<file path="src/rtl/lms_stim_gen_if.sv">
// Sample bus between the LMS stimulus generator (master) and its consumer (slave).
interface lms_stim_gen_if #(
  parameter int SIG_WIDTH = 12,
  parameter int NOS_WIDTH = 12
);
  logic                        start;
  logic                        stop;
  logic signed [SIG_WIDTH-1:0] signal;
  logic signed [NOS_WIDTH-1:0] noise;
  logic                        sample_valid;
  logic                        busy;
  logic [15:0]                 sample_cnt;

  modport master (
    input  start, stop,
    output signal, noise, sample_valid, busy, sample_cnt
  );

  modport slave (
    output start, stop,
    input  signal, noise, sample_valid, busy, sample_cnt
  );
endinterface

</file>
<file path="src/rtl/lms_stim_gen.sv">
// Stimulus source for the LMS noise canceller: d(n) = tone(n) + P{x(n)} and reference noise x(n).
// Optional macro LMS_STIM_TONE_EN adds the triangle tone; without it signal carries only the path term.
module lms_stim_gen #(
  parameter int          SIG_WIDTH   = 12,
  parameter int          NOS_WIDTH   = 12,
  parameter int          CLK_DIV     = 16,
  parameter int          PHASE_WIDTH = 16,
  parameter int unsigned PHASE_INC   = 655,
  parameter logic [15:0] LFSR_SEED   = 16'hACE1,
  parameter int unsigned BURST_LEN   = 0
) (
  input  logic           clk,
  input  logic           rst,
  lms_stim_gen_if.master bus
);
  localparam int DIV_W = $clog2(CLK_DIV);
  localparam logic [DIV_W-1:0] DIV_LAST = DIV_W'(CLK_DIV - 1);
  localparam int P_W   = NOS_WIDTH + 2;
  localparam int SUM_W = ((SIG_WIDTH > NOS_WIDTH) ? SIG_WIDTH : NOS_WIDTH) + 3;
  localparam logic signed [SUM_W-1:0] SAT_MAX = SUM_W'((1 << (SIG_WIDTH - 1)) - 1);
  localparam logic signed [SUM_W-1:0] SAT_MIN = ~SAT_MAX;
  localparam bit          BURST_ON  = (BURST_LEN != 0);
  localparam logic [15:0] BURST_CNT = 16'(BURST_LEN);

  localparam logic [0:0] ST_IDLE = 1'b0;
  localparam logic [0:0] ST_RUN  = 1'b1;

  function automatic logic signed [SIG_WIDTH-1:0] sat_sig(input logic signed [SUM_W-1:0] v);
    if (v > SAT_MAX)
      return SAT_MAX[SIG_WIDTH-1:0];
    else if (v < SAT_MIN)
      return SAT_MIN[SIG_WIDTH-1:0];
    else
      return v[SIG_WIDTH-1:0];
  endfunction

  logic [0:0]                  state;
  logic [DIV_W-1:0]            div;
  logic [15:0]                 lfsr;
  logic signed [NOS_WIDTH-1:0] x0, x1, x2;
  logic                        lfsr_fb;
  logic                        emit;
  logic                        burst_end;

  logic signed [P_W-1:0]       x0_e, x1_e, x2_e, p, p_half;
  logic signed [SUM_W-1:0]     p_ext, tone_ext, sum;
  logic signed [SIG_WIDTH-1:0] tone;

  logic signed [SIG_WIDTH-1:0] signal_p0;
  logic signed [NOS_WIDTH-1:0] noise_p0;
  logic                        vld_p0;
  logic [15:0]                 cnt_p0;

  // Noise source and unknown path P (combinational from current state)
  assign lfsr_fb = lfsr[15] ^ lfsr[13] ^ lfsr[12] ^ lfsr[10];
  assign x0      = $signed(lfsr[15 -: NOS_WIDTH]);
  assign x0_e    = {{2{x0[NOS_WIDTH-1]}}, x0};
  assign x1_e    = {{2{x1[NOS_WIDTH-1]}}, x1};
  assign x2_e    = {{2{x2[NOS_WIDTH-1]}}, x2};
  assign p       = (x0_e >>> 1) - (x1_e >>> 2) + (x2_e >>> 3);
  assign p_half  = p >>> 1;
  assign p_ext   = {{(SUM_W - P_W){p_half[P_W-1]}}, p_half};

`ifdef LMS_STIM_TONE_EN
  localparam logic [SIG_WIDTH-1:0] TONE_OFS = SIG_WIDTH'(1 << (SIG_WIDTH - 2));
  logic [PHASE_WIDTH-1:0] phase;
  logic [SIG_WIDTH-1:0]   t;
  logic [SIG_WIDTH-2:0]   f;

  // Triangle: fold the upper half of the phase ramp back down, then centre on zero
  assign t    = phase[PHASE_WIDTH-1 -: SIG_WIDTH];
  assign f    = t[SIG_WIDTH-1] ? ~t[SIG_WIDTH-2:0] : t[SIG_WIDTH-2:0];
  assign tone = $signed({1'b0, f} - TONE_OFS);

  always_ff @(posedge clk or posedge rst) begin
    if (rst)
      phase <= '0;
    else if (state == ST_IDLE && bus.start && !bus.stop)
      phase <= '0;
    else if (emit)
      phase <= phase + PHASE_WIDTH'(PHASE_INC);
  end
`else
  logic unused_phase_cfg;
  assign unused_phase_cfg = ^{PHASE_INC[0], PHASE_WIDTH[0]};
  assign tone = '0;
`endif

  assign tone_ext  = {{(SUM_W - SIG_WIDTH){tone[SIG_WIDTH-1]}}, tone};
  assign sum       = tone_ext + p_ext;
  assign emit      = (state == ST_RUN) && !bus.stop && (div == DIV_LAST);
  assign burst_end = BURST_ON && ((cnt_p0 + 16'd1) == BURST_CNT);

  // Output stage p0: registered sample, valid strobe and run control
  always_ff @(posedge clk or posedge rst) begin
    if (rst) begin
      state     <= ST_IDLE;
      div       <= '0;
      lfsr      <= LFSR_SEED;
      x1        <= '0;
      x2        <= '0;
      signal_p0 <= '0;
      noise_p0  <= '0;
      vld_p0    <= 1'b0;
      cnt_p0    <= '0;
    end else begin
      vld_p0 <= 1'b0;
      case (state)
        ST_IDLE: begin
          if (bus.start && !bus.stop) begin
            state  <= ST_RUN;
            div    <= '0;
            lfsr   <= LFSR_SEED;
            x1     <= '0;
            x2     <= '0;
            cnt_p0 <= '0;
          end
        end
        default: begin
          if (bus.stop) begin
            state <= ST_IDLE;
            div   <= '0;
          end else if (emit) begin
            div       <= '0;
            signal_p0 <= sat_sig(sum);
            noise_p0  <= x0;
            vld_p0    <= 1'b1;
            cnt_p0    <= cnt_p0 + 16'd1;
            lfsr      <= {lfsr[14:0], lfsr_fb};
            x2        <= x1;
            x1        <= x0;
            if (burst_end)
              state <= ST_IDLE;
          end else begin
            div <= div + 1'b1;
          end
        end
      endcase
    end
  end

  assign bus.signal       = signal_p0;
  assign bus.noise        = noise_p0;
  assign bus.sample_valid = vld_p0;
  assign bus.busy         = (state == ST_RUN);
  assign bus.sample_cnt   = cnt_p0;
endmodule

</file>
<file path="src/flat_wrapper.sv">
// flat-port wrapper written by rule: the top's interface ports become plain ports
module lms_stim_gen_flat 
#(
  parameter int          SIG_WIDTH   = 12,
  parameter int          NOS_WIDTH   = 12,
  parameter int          CLK_DIV     = 16,
  parameter int          PHASE_WIDTH = 16,
  parameter int unsigned PHASE_INC   = 655,
  parameter logic [15:0] LFSR_SEED   = 16'hACE1,
  parameter int unsigned BURST_LEN   = 0
)
  (clk, rst, bus_start, bus_stop, bus_signal, bus_noise, bus_sample_valid, bus_busy, bus_sample_cnt);
  lms_stim_gen_if #(.SIG_WIDTH(SIG_WIDTH), .NOS_WIDTH(NOS_WIDTH)) bus_i ();
  input  logic clk;
  input  logic rst;
  input wire logic [$bits(bus_i.start)-1:0] bus_start;
  input wire logic [$bits(bus_i.stop)-1:0] bus_stop;
  output wire logic [$bits(bus_i.signal)-1:0] bus_signal;
  output wire logic [$bits(bus_i.noise)-1:0] bus_noise;
  output wire logic [$bits(bus_i.sample_valid)-1:0] bus_sample_valid;
  output wire logic [$bits(bus_i.busy)-1:0] bus_busy;
  output wire logic [$bits(bus_i.sample_cnt)-1:0] bus_sample_cnt;
  assign bus_i.start = bus_start;
  assign bus_i.stop = bus_stop;
  assign bus_signal = bus_i.signal;
  assign bus_noise = bus_i.noise;
  assign bus_sample_valid = bus_i.sample_valid;
  assign bus_busy = bus_i.busy;
  assign bus_sample_cnt = bus_i.sample_cnt;
  lms_stim_gen #(.SIG_WIDTH(SIG_WIDTH), .NOS_WIDTH(NOS_WIDTH), .CLK_DIV(CLK_DIV), .PHASE_WIDTH(PHASE_WIDTH), .PHASE_INC(PHASE_INC), .LFSR_SEED(LFSR_SEED), .BURST_LEN(BURST_LEN)) u_core (.clk(clk), .rst(rst), .bus(bus_i));
endmodule
</file>
<file path="config.mk">
export PLATFORM = sky130hd
export DESIGN_NAME = lms_stim_gen_flat
export DESIGN_NICKNAME = d
export VERILOG_FILES = /design/src/rtl/lms_stim_gen_if.sv /design/src/rtl/lms_stim_gen.sv /design/src/flat_wrapper.sv
export SDC_FILE = /design/constraint.sdc
export NUM_CORES = 1
export LEC_CHECK = 0
export BUFFER_PORTS_ARGS = -buffer_cell sky130_fd_sc_hd__buf_2
export CORE_ASPECT_RATIO = 0.6
export CORE_MARGIN = 3
export CORE_UTILIZATION = 58
export DETAILED_ROUTE_END_ITERATION = 16
export PLACE_DENSITY = 0.89
export SYNTH_ARGS = -nofsm -noshare
export SYNTH_HDL_FRONTEND = slang
export SYNTH_SLANG_ARGS = --single-unit
</file>
<file path="constraint.sdc">
create_clock -name clk -period 3.3 [get_ports clk]
set_clock_uncertainty 0.2 [all_clocks]
set_input_delay 0.495 -clock clk [delete_from_list [all_inputs] [get_ports clk]]
set_output_delay 0.495 -clock clk [all_outputs]
set_load 0.01 [all_outputs]
</file>
==> flow_metrics.env <==
export IMPL_gp_congestion=0.929
export IMPL_h_tree_depth=3
export IMPL_crit_slowest_cell="fa_1"
export IMPL_clock_root_buffer="clkbuf_8"
export IMPL_worstPathMaxFanout=4
export IMPL_synth_seq_cells=73
export IMPL_cts_sinks=73
export IMPL_syn_nets=437
export IMPL_hold_class="in -> reg"
export IMPL_setup_tns_ps=0
export IMPL_yosysMostFrequentCell="nand2_1"
export IMPL_final_fill_count=506
export IMPL_synth_edf_count=0
export IMPL_fin_nets=484
export IMPL_clock_path_buffers=2
export IMPL_ir_drop_uv=311
export IMPL_synth_xor_area_share_pct=5.29
export IMPL_clkSlewWorstSetupHoldPaths_ps=80
export IMPL_syn_area_um2=3810
export IMPL_synth_commonest_cells="86 x nand2_1, 65 x dfrtp_1, 44 x inv_1"
export IMPL_syn_instance_count=408
export IMPL_antennaDiodeCount=0
export IMPL_r2r_end="u_core.bus.signal[7]"
export IMPL_cp_start_kind="register"
export IMPL_antenna_found_initial=0
export IMPL_synth_top_family_by_area="simple AND/OR/NAND/NOR gates"
export IMPL_grt_first_pass_wirelength_um=13500
export IMPL_max_stage_delay_ps=500
export IMPL_drc=0
export IMPL_ys_async_sr_fraction_pct=100
export IMPL_cts_buffers=9
export IMPL_setup_viol=0
export IMPL_gr_total_overflow=0
export IMPL_min_to="u_core.bus.busy"
export IMPL_drive_above_1_share_pct=17.6
export IMPL_finalMaxSlewViolations=0
export IMPL_synth_area_leaders="dfrtp_1 43%, nand2_1 8.5%, fa_1 5.8%, dfstp_2 5.5%, ha_1 4.6%"
export IMPL_synth_ff_type="dfrtp_1"
export IMPL_cts_tree="yes"
export IMPL_io_buffers=45
export IMPL_synth_compound_area_share_pct=12.0
export IMPL_design_die_area_um2=7600
export IMPL_start_util_pct=61.2
export IMPL_wl_per_cell_um=14.7
export IMPL_tightest_slew_ps=900
export IMPL_postCtsSetupRepairBufs=0
export IMPL_via_per_inst=5.52
export IMPL_cellLeakagePower_nw=2.27
export IMPL_core_region_area_um2=6220
export IMPL_die_w_um=111
export IMPL_worst_ep_required_time_ps=3370
export IMPL_status="completed"
export IMPL_seq_area_frac_synth_pct=48.3
export IMPL_path_cells="inv_1 -> fa_1 -> inv_1 -> ha_1 -> a21o_1 -> a211oi_1 -> a21boi_0 -> o21a_1 -> o31ai_1"
export IMPL_synth_area_per_cell_um2=9.33
export IMPL_wl_um=8020
export IMPL_dieHeight_um=68.8
export IMPL_synth_top_area_share_pct=42.7
export IMPL_min_delay_path_depth=2
export IMPL_power_density_nw_per_um2=380
export IMPL_area_growth_pct=13.5
export IMPL_synthAdderAreaFrac_pct=10.4
export IMPL_dp_hpwl_um=5890
export IMPL_post_cts_resize_count=0
export IMPL_synthSimpleGateAreaFrac_pct=18.2
export IMPL_grt_usage_pct=22.8
export IMPL_vias=3004
export IMPL_hold_viol=0
export IMPL_cts_hold_fix_buffers=0
export IMPL_cp_common_cell="inv_1"
export IMPL_synth_top_area_cell="dfrtp_1"
export IMPL_fp_row_count=22
export IMPL_ios=46
export IMPL_min_period_ps=2980
export IMPL_drtPass1Iterations=5
export IMPL_drv_cap=0
export IMPL_r2r_start="u_core.x2[7]"
export IMPL_insertion_delay_ps=360
export IMPL_fmax_mhz=336
export IMPL_worst_setup_path_end_kind="register"
export IMPL_slew_headroom_pct=40.0
export IMPL_grt_pass1_vias=2853
export IMPL_min_from="bus_stop"
export IMPL_critPathKind="reg -> reg"
export IMPL_cp_arrival_ps=3050
export IMPL_fin_crit_sh_pct=90.2
export IMPL_yosysWarnings=0
export IMPL_yosys_mux_area_fraction_pct=0
export IMPL_r2r_slack_ps=320
export IMPL_synth_cell_types=43
export IMPL_rsz0062_at_grt="no"
export IMPL_drtIter0Drc=303
export IMPL_grt_max_degree=74
export IMPL_ant_nets=0
export IMPL_hold_ws_ps=133
export IMPL_reg2reg_depth=9
[per-layer routing]
metal | global-route usage (%) | part of all wire, % | vias up
met5 | 0 | 0 | -
met4 | 8.14 | 1.4 | 0
met3 | 7.76 | 7.4 | 15
met2 | 34.1 | 45 | 103
met1 | 31.6 | 46 | 1450
li1 | - | - | 1436
[cells in the final DEF (no fill, tap or decap), types with 2 or more instances in the layout]
cell type   netlist  routed
nor3_1            3       3
and3_1            6       6
a31oi_1           2       2
a21boi_0          2       2
clkinv_2          0       2
fa_1             11      11
nor2b_1           2       2
o21ai_0          35      35
xnor2_1           9       9
ha_1             14      14
o21a_1            4       4
or3_1             2       2
a22o_1            2       2
or2b_1            2       2
a21oi_1           9       9
nand2b_1          3       3
a21o_1            4       4
o31ai_1           5       5
inv_1            44      43
nand4_1           9       9
buf_4             0       5
dfstp_2           8       8
clkbuf_8          0       9
nor2_1           23      23
buf_2             0      45
dfrtp_1          65      65
nand3_1          14      14
clkinvlp_4        0       3
nand2_1          86      85
xor2_1           14      14
[sequential cells by signal, indices dropped and copies added (netlist names)]
name,count
u_core.bus.busy,1
u_core.bus.sample_valid,1
u_core.lfsr,12
u_core.bus.sample_cnt,16
u_core.div,4
u_core.bus.signal,12
u_core.x2,9
u_core.x1,6
u_core.bus.noise,12
[worst max-delay path, delay by kind of cell, from the launching register on]
family          cells  cell delay, ps
flops               1             420
compound gates      5            1300
buf+inv             2             130
fa+ha+maj           2             840
[worst max-delay path by stage]
stage | from | endpoint | slack, ps | cells past startpoint
after floorplan | u_core.lfsr[10] | u_core.bus.signal[10] | 610 | 9
after global placement | u_core.x2[3] | u_core.bus.signal[7] | 530 | 9
after detailed placement | u_core.x2[3] | u_core.bus.signal[7] | 390 | 9
after CTS | u_core.x2[7] | u_core.bus.signal[7] | 370 | 9
after global routing | u_core.x2[3] | u_core.bus.signal[7] | 90 | 9
final | u_core.x2[7] | u_core.bus.signal[7] | 320 | 9
[per-stage QoR]
| step | utilization (%) | area [um2] | instances | power [mW] | setup WS (ps) |
|---|---|---|---|---|---|
| floorplan | - | 3810 | 408 | 0.951 | 611 |
| global placement | 66.3 | 4120 | 528 | 0.965 | 532 |
| detailed placement | 66.3 | 4120 | 528 | 0.966 | 386 |
| CTS | 69.4 | 4320 | 544 | 1.66 | 367 |
| global route | 69.4 | 4320 | 544 | 1.70 | 88.3 |
| finish | 69.4 | 4320 | 544 | 1.64 | 322 |
[kinds of logic (layout without fill, tap and decap cells)]
group | count (synthesis) | in the layout
AND/OR/NAND/NOR | 156 | 156
flip-flops | 73 | 73
AO/OA/AOI/OAI | 72 | 72
buffers and inverters | 59 | 111
adder cells (fa/ha/maj) | 25 | 25
XOR/XNOR | 23 | 23
[cell type report]
type,instances,area (um2),share of cell area (%)
multi-input combinational,276,1750,40.5
clock buffer,9,124,2.87
clock inverter,7,71.3,1.65
inverter,45,169,3.91
sequential,73,1840,42.5
timing repair buffer,50,263,6.08
tap,84,105,2.43
[where the power goes]
| group | internal (mW) | leakage [nW] | switching, mW |
|---|---|---|---|
| logic | 0.0105 | 1.19 | 0.0337 |
| clock network | 0.347 | 0.0912 | 0.349 |
| registers | 0.898 | 0.990 | 0.00496 |
| total | 1.26 | 2.27 | 0.388 |
Note: power is estimated with default switching activity, not from simulation.
